## src/rtl/strob_seq.sv

```systemverilog
// strob_seq: strob1/strob2/got sequencer with ok-wait stretch, no-memory alarm and single-step halt.
module strob_seq #(
  parameter int S1_LEN    = 3,
  parameter int S2_LEN    = 3,
  parameter int GAP_LEN   = 1,
  parameter int GOT_LEN   = 1,
  parameter int ALARM_LEN = 255
) (
  input  logic clk_sys,
  input  logic clo,
  input  logic run,
  input  logic ss_long,
  input  logic mem_op,
  input  logic ok,
  input  logic mode,
  input  logic step,
  output logic strob1,
  output logic strob2,
  output logic got,
  output logic step_wait,
  output logic alarm,
  output logic busy
);
  localparam int M1 = S1_LEN > S2_LEN ? S1_LEN : S2_LEN;
  localparam int M2 = M1 > GAP_LEN ? M1 : GAP_LEN;
  localparam int M3 = M2 > GOT_LEN ? M2 : GOT_LEN;
  localparam int MAXL = M3 > ALARM_LEN ? M3 : ALARM_LEN;
  localparam int CW = MAXL > 1 ? $clog2(MAXL) : 1;

  typedef enum logic [2:0] {IDLE, S1, S1W, STEPW, GAP, S2, GOT} state_t;

  state_t state_q, state_d, end1;
  logic [CW-1:0] cnt_q, cnt_d;
  logic mem_q, mem_d, done, timeout, step_edge;
  logic [2:0] sync_q;

  // counters run down from length-1; a phase ends on the cycle the counter reads zero
  function automatic logic [CW-1:0] len_m1(input state_t s);
    return s == S1  ? CW'(S1_LEN - 1) :
           s == S1W ? CW'(ALARM_LEN - 1) :
           s == GAP ? CW'(GAP_LEN - 1) :
           s == S2  ? CW'(S2_LEN - 1) :
           s == GOT ? CW'(GOT_LEN - 1) : '0;
  endfunction

  assign done      = cnt_q == '0;
  assign timeout   = state_q == S1W && done && !ok;
  assign step_edge = sync_q[1] & ~sync_q[2];
  assign end1      = mode ? STEPW : ss_long ? GAP : GOT;

  always_comb begin
    state_d = state_q;
    unique case (state_q)
      IDLE:    state_d = run ? S1 : IDLE;
      S1:      state_d = done ? ((mem_q && !ok) ? S1W : end1) : S1;
      S1W:     state_d = (ok || done) ? end1 : S1W;
      STEPW:   state_d = step_edge ? (ss_long ? GAP : GOT) : STEPW;
      GAP:     state_d = done ? S2 : GAP;
      S2:      state_d = done ? GOT : S2;
      GOT:     state_d = done ? (run ? S1 : IDLE) : GOT;
      default: state_d = IDLE;
    endcase
    cnt_d = state_d != state_q ? len_m1(state_d) : done ? cnt_q : cnt_q - CW'(1);
    mem_d = (state_d == S1 && state_q != S1) ? mem_op : mem_q;
  end

  // outputs are registered from the next state so they are glitch-free Moore signals
  always_ff @(posedge clk_sys or posedge clo) begin
    if (clo) begin
      state_q   <= IDLE;
      cnt_q     <= '0;
      mem_q     <= 1'b0;
      sync_q    <= '0;
      strob1    <= 1'b0;
      strob2    <= 1'b0;
      got       <= 1'b0;
      step_wait <= 1'b0;
      alarm     <= 1'b0;
      busy      <= 1'b0;
    end else begin
      state_q   <= state_d;
      cnt_q     <= cnt_d;
      mem_q     <= mem_d;
      sync_q    <= {sync_q[1:0], step};
      strob1    <= state_d == S1 || state_d == S1W;
      strob2    <= state_d == S2;
      got       <= state_d == GOT;
      step_wait <= state_d == STEPW;
      alarm     <= timeout;
      busy      <= state_d != IDLE;
    end
  end
endmodule

```

## config.mk

```make
export PLATFORM = sky130hd
export DESIGN_NAME = strob_seq
export DESIGN_NICKNAME = d
export VERILOG_FILES = /design/src/rtl/strob_seq.sv
export SDC_FILE = /design/constraint.sdc
export NUM_CORES = 1
export LEC_CHECK = 0
export CAP_MARGIN = 20
export CORE_MARGIN = 1.5
export CORE_UTILIZATION = 48
export DETAILED_ROUTE_END_ITERATION = 10
export MAX_ROUTING_LAYER = met4
export PLACE_DENSITY = 0.73
export REMOVE_ABC_BUFFERS = 1
export SLEW_MARGIN = 20
export SYNTH_ARGS = -nofsm -noshare
export SYNTH_HDL_FRONTEND = slang
export SYNTH_SLANG_ARGS = --single-unit
export TNS_END_PERCENT = 1
```

## constraint.sdc

```tcl
create_clock -name clk_sys -period 2.6 [get_ports clk_sys]
set_clock_uncertainty 0.1 [all_clocks]
set_input_delay 0.52 -clock clk_sys [delete_from_list [all_inputs] [get_ports clk_sys]]
set_output_delay 0.52 -clock clk_sys [all_outputs]
set_load 0.05 [all_outputs]
```

=== Word level (Yosys, flattened, before mapping) ===
Cells that the tools add are included.

* Bits in registers: 21
* Bits of input ports: 8
* Output and inout bits: 6

* Add/sub/neg operators: 1
* Equal/unequal tests: 15
* Mux-type cells: 17
* Bitwise operators: 2
* Reductions and logical operators: 10

{| class="wikitable"
|+ Operator list
! operator !! number
|-
| $mux W8 || 4
|-
| $pmux W3 S7 || 1
|-
| $eq A3 B3 Y1 const B || 6
|-
| $mux W3 || 6
|-
| $eq A3 B2 Y1 const B || 4
|-
| $logic_not A8 Y1 || 1
|-
| $mux W2 || 4
|-
| $sub A8 B1 Y8 const B || 1
|-
| $eq A3 B1 Y1 const B || 2
|-
| $logic_and A1 B1 Y1 || 4
|-
| $logic_not A3 Y1 || 1
|-
| $ne A3 B1 Y1 const B || 1
|-
| $ne A3 B3 Y1 || 1
|-
| $reduce_bool A3 Y1 || 1
|-
| $logic_or A1 B1 Y1 || 2
|-
| $mux W1 || 2
|-
| $ne A2 B1 Y1 const B || 1
|-
| $and A1 B1 Y1 || 1
|-
| $logic_not A1 Y1 || 1
|-
| $not A1 Y1 || 1
|}

=== Logic depth before layout (Yosys ltp) ===
Gate-level depths: netlist (run 1).

* Depth after elaboration: 11
* Depth in mapped cells: 11
* Mapped depth without buffers: 10

=== Worst setup path before layout (run 1) ===
Ideal clock, no wire load.

* Path kind: reg-to-reg
* Start point: register cnt_q[3]
* End point: register mem_q
* Library setup time: 0.127 ns
* Data arrival time: 2.659 ns
* Data required time: 2.373 ns
* Path slack: -0.286 ns
* Cell stages (with the launch flop): 9
* Buffers on the path: 1
* Period minus slack after synthesis: 2.886 ns
* Path through: dfrtp_1 > or4_4 > or3_1 > buf_2 > mux2i_1 > a221oi_4 > nand2b_1 > a211o_1 > mux2_1

* Cells in the longest elaborated chain, start to end: 6
* Elaborated cells on any way between the ends: 10
* Those cells by class: eq/ne: 1; mux: 6; reduce/logical: 3

{| class="wikitable"
|+ Ends and longest elaborated chain
! item !! line !! text
|-
| start, declared || 33 || <nowiki>logic [CW-1:0] cnt_q, cnt_d;</nowiki>
|-
| start signal, assigned || 82 || <nowiki>cnt_q <= cnt_d;</nowiki>
|-
| $logic_not A8 Y1 * || 46 || <nowiki>assign done = cnt_q == '0;</nowiki>
|-
| $logic_or A1 B1 Y1 || 56 || <nowiki>S1W: state_d = (ok || done) ? end1 : S1W;</nowiki>
|-
| $mux W3 || 56 ||
|-
| $pmux W3 S7 * || 53 || <nowiki>unique case (state_q)</nowiki>
|-
| $eq A3 B1 Y1 * || 64 || <nowiki>mem_d = (state_d == S1 && state_q != S1) ? mem_op : mem_q;</nowiki>
|-
| $logic_and A1 B1 Y1 * || 64 ||
|-
| end signal, assigned || 83 || <nowiki>mem_q <= mem_d;</nowiki>
|-
| end, declared || 34 || <nowiki>logic mem_q, mem_d, done, timeout, step_edge;</nowiki>
|}

Mark *: on every way between the ends. The rest lies on a longest branch, timed or not.
A chain may end at the register's enable or synchronous reset.

=== Worst setup path after layout (run 1) ===
* Start point: register cnt_q[6]
* End point: register mem_q

The elaborated chain is that of the path after synthesis.

==> results of run 1 <==
[where the power goes]
part | switching (mW) | leakage (nW) | internal [mW] | total [mW]
Clock | 0.0997 | 0.0150 | 0.0601 | 0.160
Combinational | 0.770 | 0.414 | 0.774 | 1.54
Sequential | 0.116 | 0.265 | 0.439 | 0.555
Total | 0.985 | 0.694 | 1.27 | 2.26
[area by class of cell]
cell class | instances | area, um^2
Clock buffer | 4 | 26.28
Fill cell | 182 | 676.9
Multi-Input combinational cell | 81 | 618.1
Tap cell | 28 | 35.03
Sequential cell | 21 | 525.5
Inverter | 8 | 30.03
Timing Repair Buffer | 38 | 321.6
[repair_timing]
item	CTS	global route
setup buffers	1	1
resized for setup	6	3
setup endpoints to repair	9	10
pin swaps	13	2
[cell usage in the layout (no fill, tap or decap), types with 2 or more instances in the layout]
| master | instances |
|---|---|
| a211o_1 | 2 |
| a21oi_1 | 2 |
| buf_4 | 24 |
| clkbuf_4 | 3 |
| clkdlybuf4s50_1 | 13 |
| dfrtp_1 | 21 |
| inv_1 | 8 |
| nand2_1 | 5 |
| nand2b_1 | 5 |
| nand3b_1 | 2 |
| nor2_1 | 6 |
| nor2b_1 | 5 |
| nor3_1 | 4 |
| o21ai_0 | 5 |
| o21ai_1 | 3 |
| o21ai_2 | 4 |
| o2bb2ai_1 | 2 |
| or3_4 | 3 |
| xnor2_1 | 7 |
| xor2_1 | 2 |
[per-stage QoR]
step	setup slack, ns	cells
after floorplan	-0.3047	110
after global placement	-0.1212	174
after detailed placement	-0.1813	174
after CTS	-0.1398	179
after global routing	-0.2565	180
final	-0.1300	180
[worst max-delay path: stages, from the launching register on]
cell,delay [ns]
dfrtp_1,0.39
or4_4,0.55
or3_4,0.36
mux2i_1,0.17
a221oi_4,0.40
nand2b_1,0.12
a211o_1,0.24
mux2_1,0.30
[registers in the layout, indices dropped and copies added (netlist names)]
| name | count |
|---|---|
| state_q | 3 |
| busy | 1 |
| mem_q | 1 |
| step_wait | 1 |
| strob2 | 1 |
| alarm | 1 |
| cnt_q | 8 |
| strob1 | 1 |
| sync_q | 3 |
| got | 1 |
[cells by family (layout without fill, tap and decap cells)]
group,Yosys count,count (layout),share of synthesized area [%]
buffers and inverters,11,50,3.715
AOI/OAI and AO/OA,30,30,20.88
and+or+nand+nor,39,39,19.67
DFF,21,21,45.90
adders and majority gates,1,1,1.093
muxes,2,2,1.858
xor gates and xnor gates,9,9,6.886
[path summary, 6_finish.rpt]
| check | start | endpoint | slack [ns] | cells past startpoint |
|---|---|---|---|---|
| hold / removal | sync_q[0] | sync_q[1] | 0.28 | 0 |
| hold reg to reg | sync_q[0] | sync_q[1] | 0.28 | 0 |
| setup reg to reg | cnt_q[6] | mem_q | -0.13 | 7 |
| setup / recovery | cnt_q[6] | mem_q | -0.13 | 7 |
| min in group asynchronous | clo | mem_q | 0.52 | 2 |
| max in group asynchronous | clo | cnt_q[5] | 1.42 | 2 |
[routing by layer]
layer,wire length (um),GRT usage (%),vias to the layer above
met2,1409,42.19,24
met5,0,-,-
met4,42,7.895,0
li1,-,-,476
met3,66,2.586,5
met1,1008,25.05,478
==> impl_metrics.json, run 1 <==
{
  "end_kind": "flip-flop",
  "fmax_ghz": 0.3663,
  "synth_top_cells_by_count": "dfrtp_1, inv_1, o21ai_1, xnor2_1, nor2_1",
  "nNetsFinal": 162,
  "ys_async_sr_fraction_pct": 100.0,
  "layout-drive-gt1-share_pct": 26.32,
  "yosys.area.top_type": "dfrtp_1",
  "area_delta_synth_final_pct": 35.96,
  "grt_pass1_vias": 1007,
  "io_pins": 14,
  "grt_overflow": 0,
  "ctsHtreeMaxLevel": 1,
  "die_y_um": 51.84,
  "synth-seq-cells": 21,
  "p_per_area_mw_per_mm2": 1452,
  "ys_warn_count": 0,
  "synthFlopType": "dfrtp_1",
  "peakVddDrop_mv": 1.230,
  "holdWs_ns": 0.2764,
  "routed_wl_mm": 2.527,
  "synthTopCellsByArea": "dfrtp_1, xnor2_1, o21ai_1",
  "yosysSeqAreaShare_pct": 45.90,
  "arrival_ns": 2.84,
  "drv_cap": 0,
  "numCtsBuffers": 3,
  "p_leak_nw": 0.6937,
  "drc": 0,
  "drt-initial-drc-count": 21,
  "netlist_instances": 113,
  "dpl_cell_area_mm2": 0.001470,
  "antenna_found_initial": 0,
  "cts_buffer_depth": 2,
  "port_buffers": 13,
  "finalHoldViolations": 0,
  "cts_root_buf": "clkbuf_4",
  "start_util_pct": 51.26,
  "yosysTopAreaCellShare_pct": 45.90,
  "worstMarginPinSlew_ns": 0.7404,
  "final_core_util_pct": 69.69,
  "synth-edff-count": 0,
  "grt_max_degree": 22,
  "drv_slew": 0,
  "viasPerCell": 5.461,
  "setup_ws_ns": -0.1300,
  "coreArea_mm2": 0.002233,
  "period_share_pct": 105.0,
  "grt.total_usage_pct": 22.76,
  "crit_type": "flip-flop to flip-flop",
  "clock_sinks": 21,
  "synth_cell_types": 42,
  "clk_latency_ns": 0.32,
  "critPathMaxFanout": 5,
  "violations": "setup timing",
  "power.total_mw": 2.259,
  "maxSlewHeadroom_pct": 50.59,
  "die_width_um": 51.84,
  "synth.most_common_cell": "dfrtp_1",
  "wl_per_cell_um": 14.04,
  "placementRows": 17,
  "avgSynthCellArea_um2": 10.13,
  "min_period_ns": 2.730,
  "cp.required_ns": 2.71,
  "die_area_mm2": 0.002687,
  "stdcell_area_mm2": 0.001556,
  "hpwl_mm": 1.836,
  "firstDrtPassIters": 4,
  "status": "complete, but fails checks",
  "vias": 983,
  "synth_area_mm2": 0.001145,
  "setup_tns_ns": -0.9423,
  "rsz0062_at_grt": "true",
  "drtAntennaViolNets": 0,
  "path_clk_slew_ns": 0.11,
  "hold_class": "flip-flop to flip-flop",
  "cts_tree": "built",
  "ctsHoldBuffers": 0,
  "setup_violations": 9,
  "start_kind": "flip-flop",
  "n_antenna_cell": 0,
  "gp_congestion": 0.8569,
  "grt_pass1_wl_mm": 4.360
}
Note: power is estimated with default switching activity, not from simulation.
==> run 2: changes to the inputs <==
CAP_MARGIN = 5   (was 20)
==> results of run 2 <==
The final DEF is identical to that of run 1; final timing and power are the same.
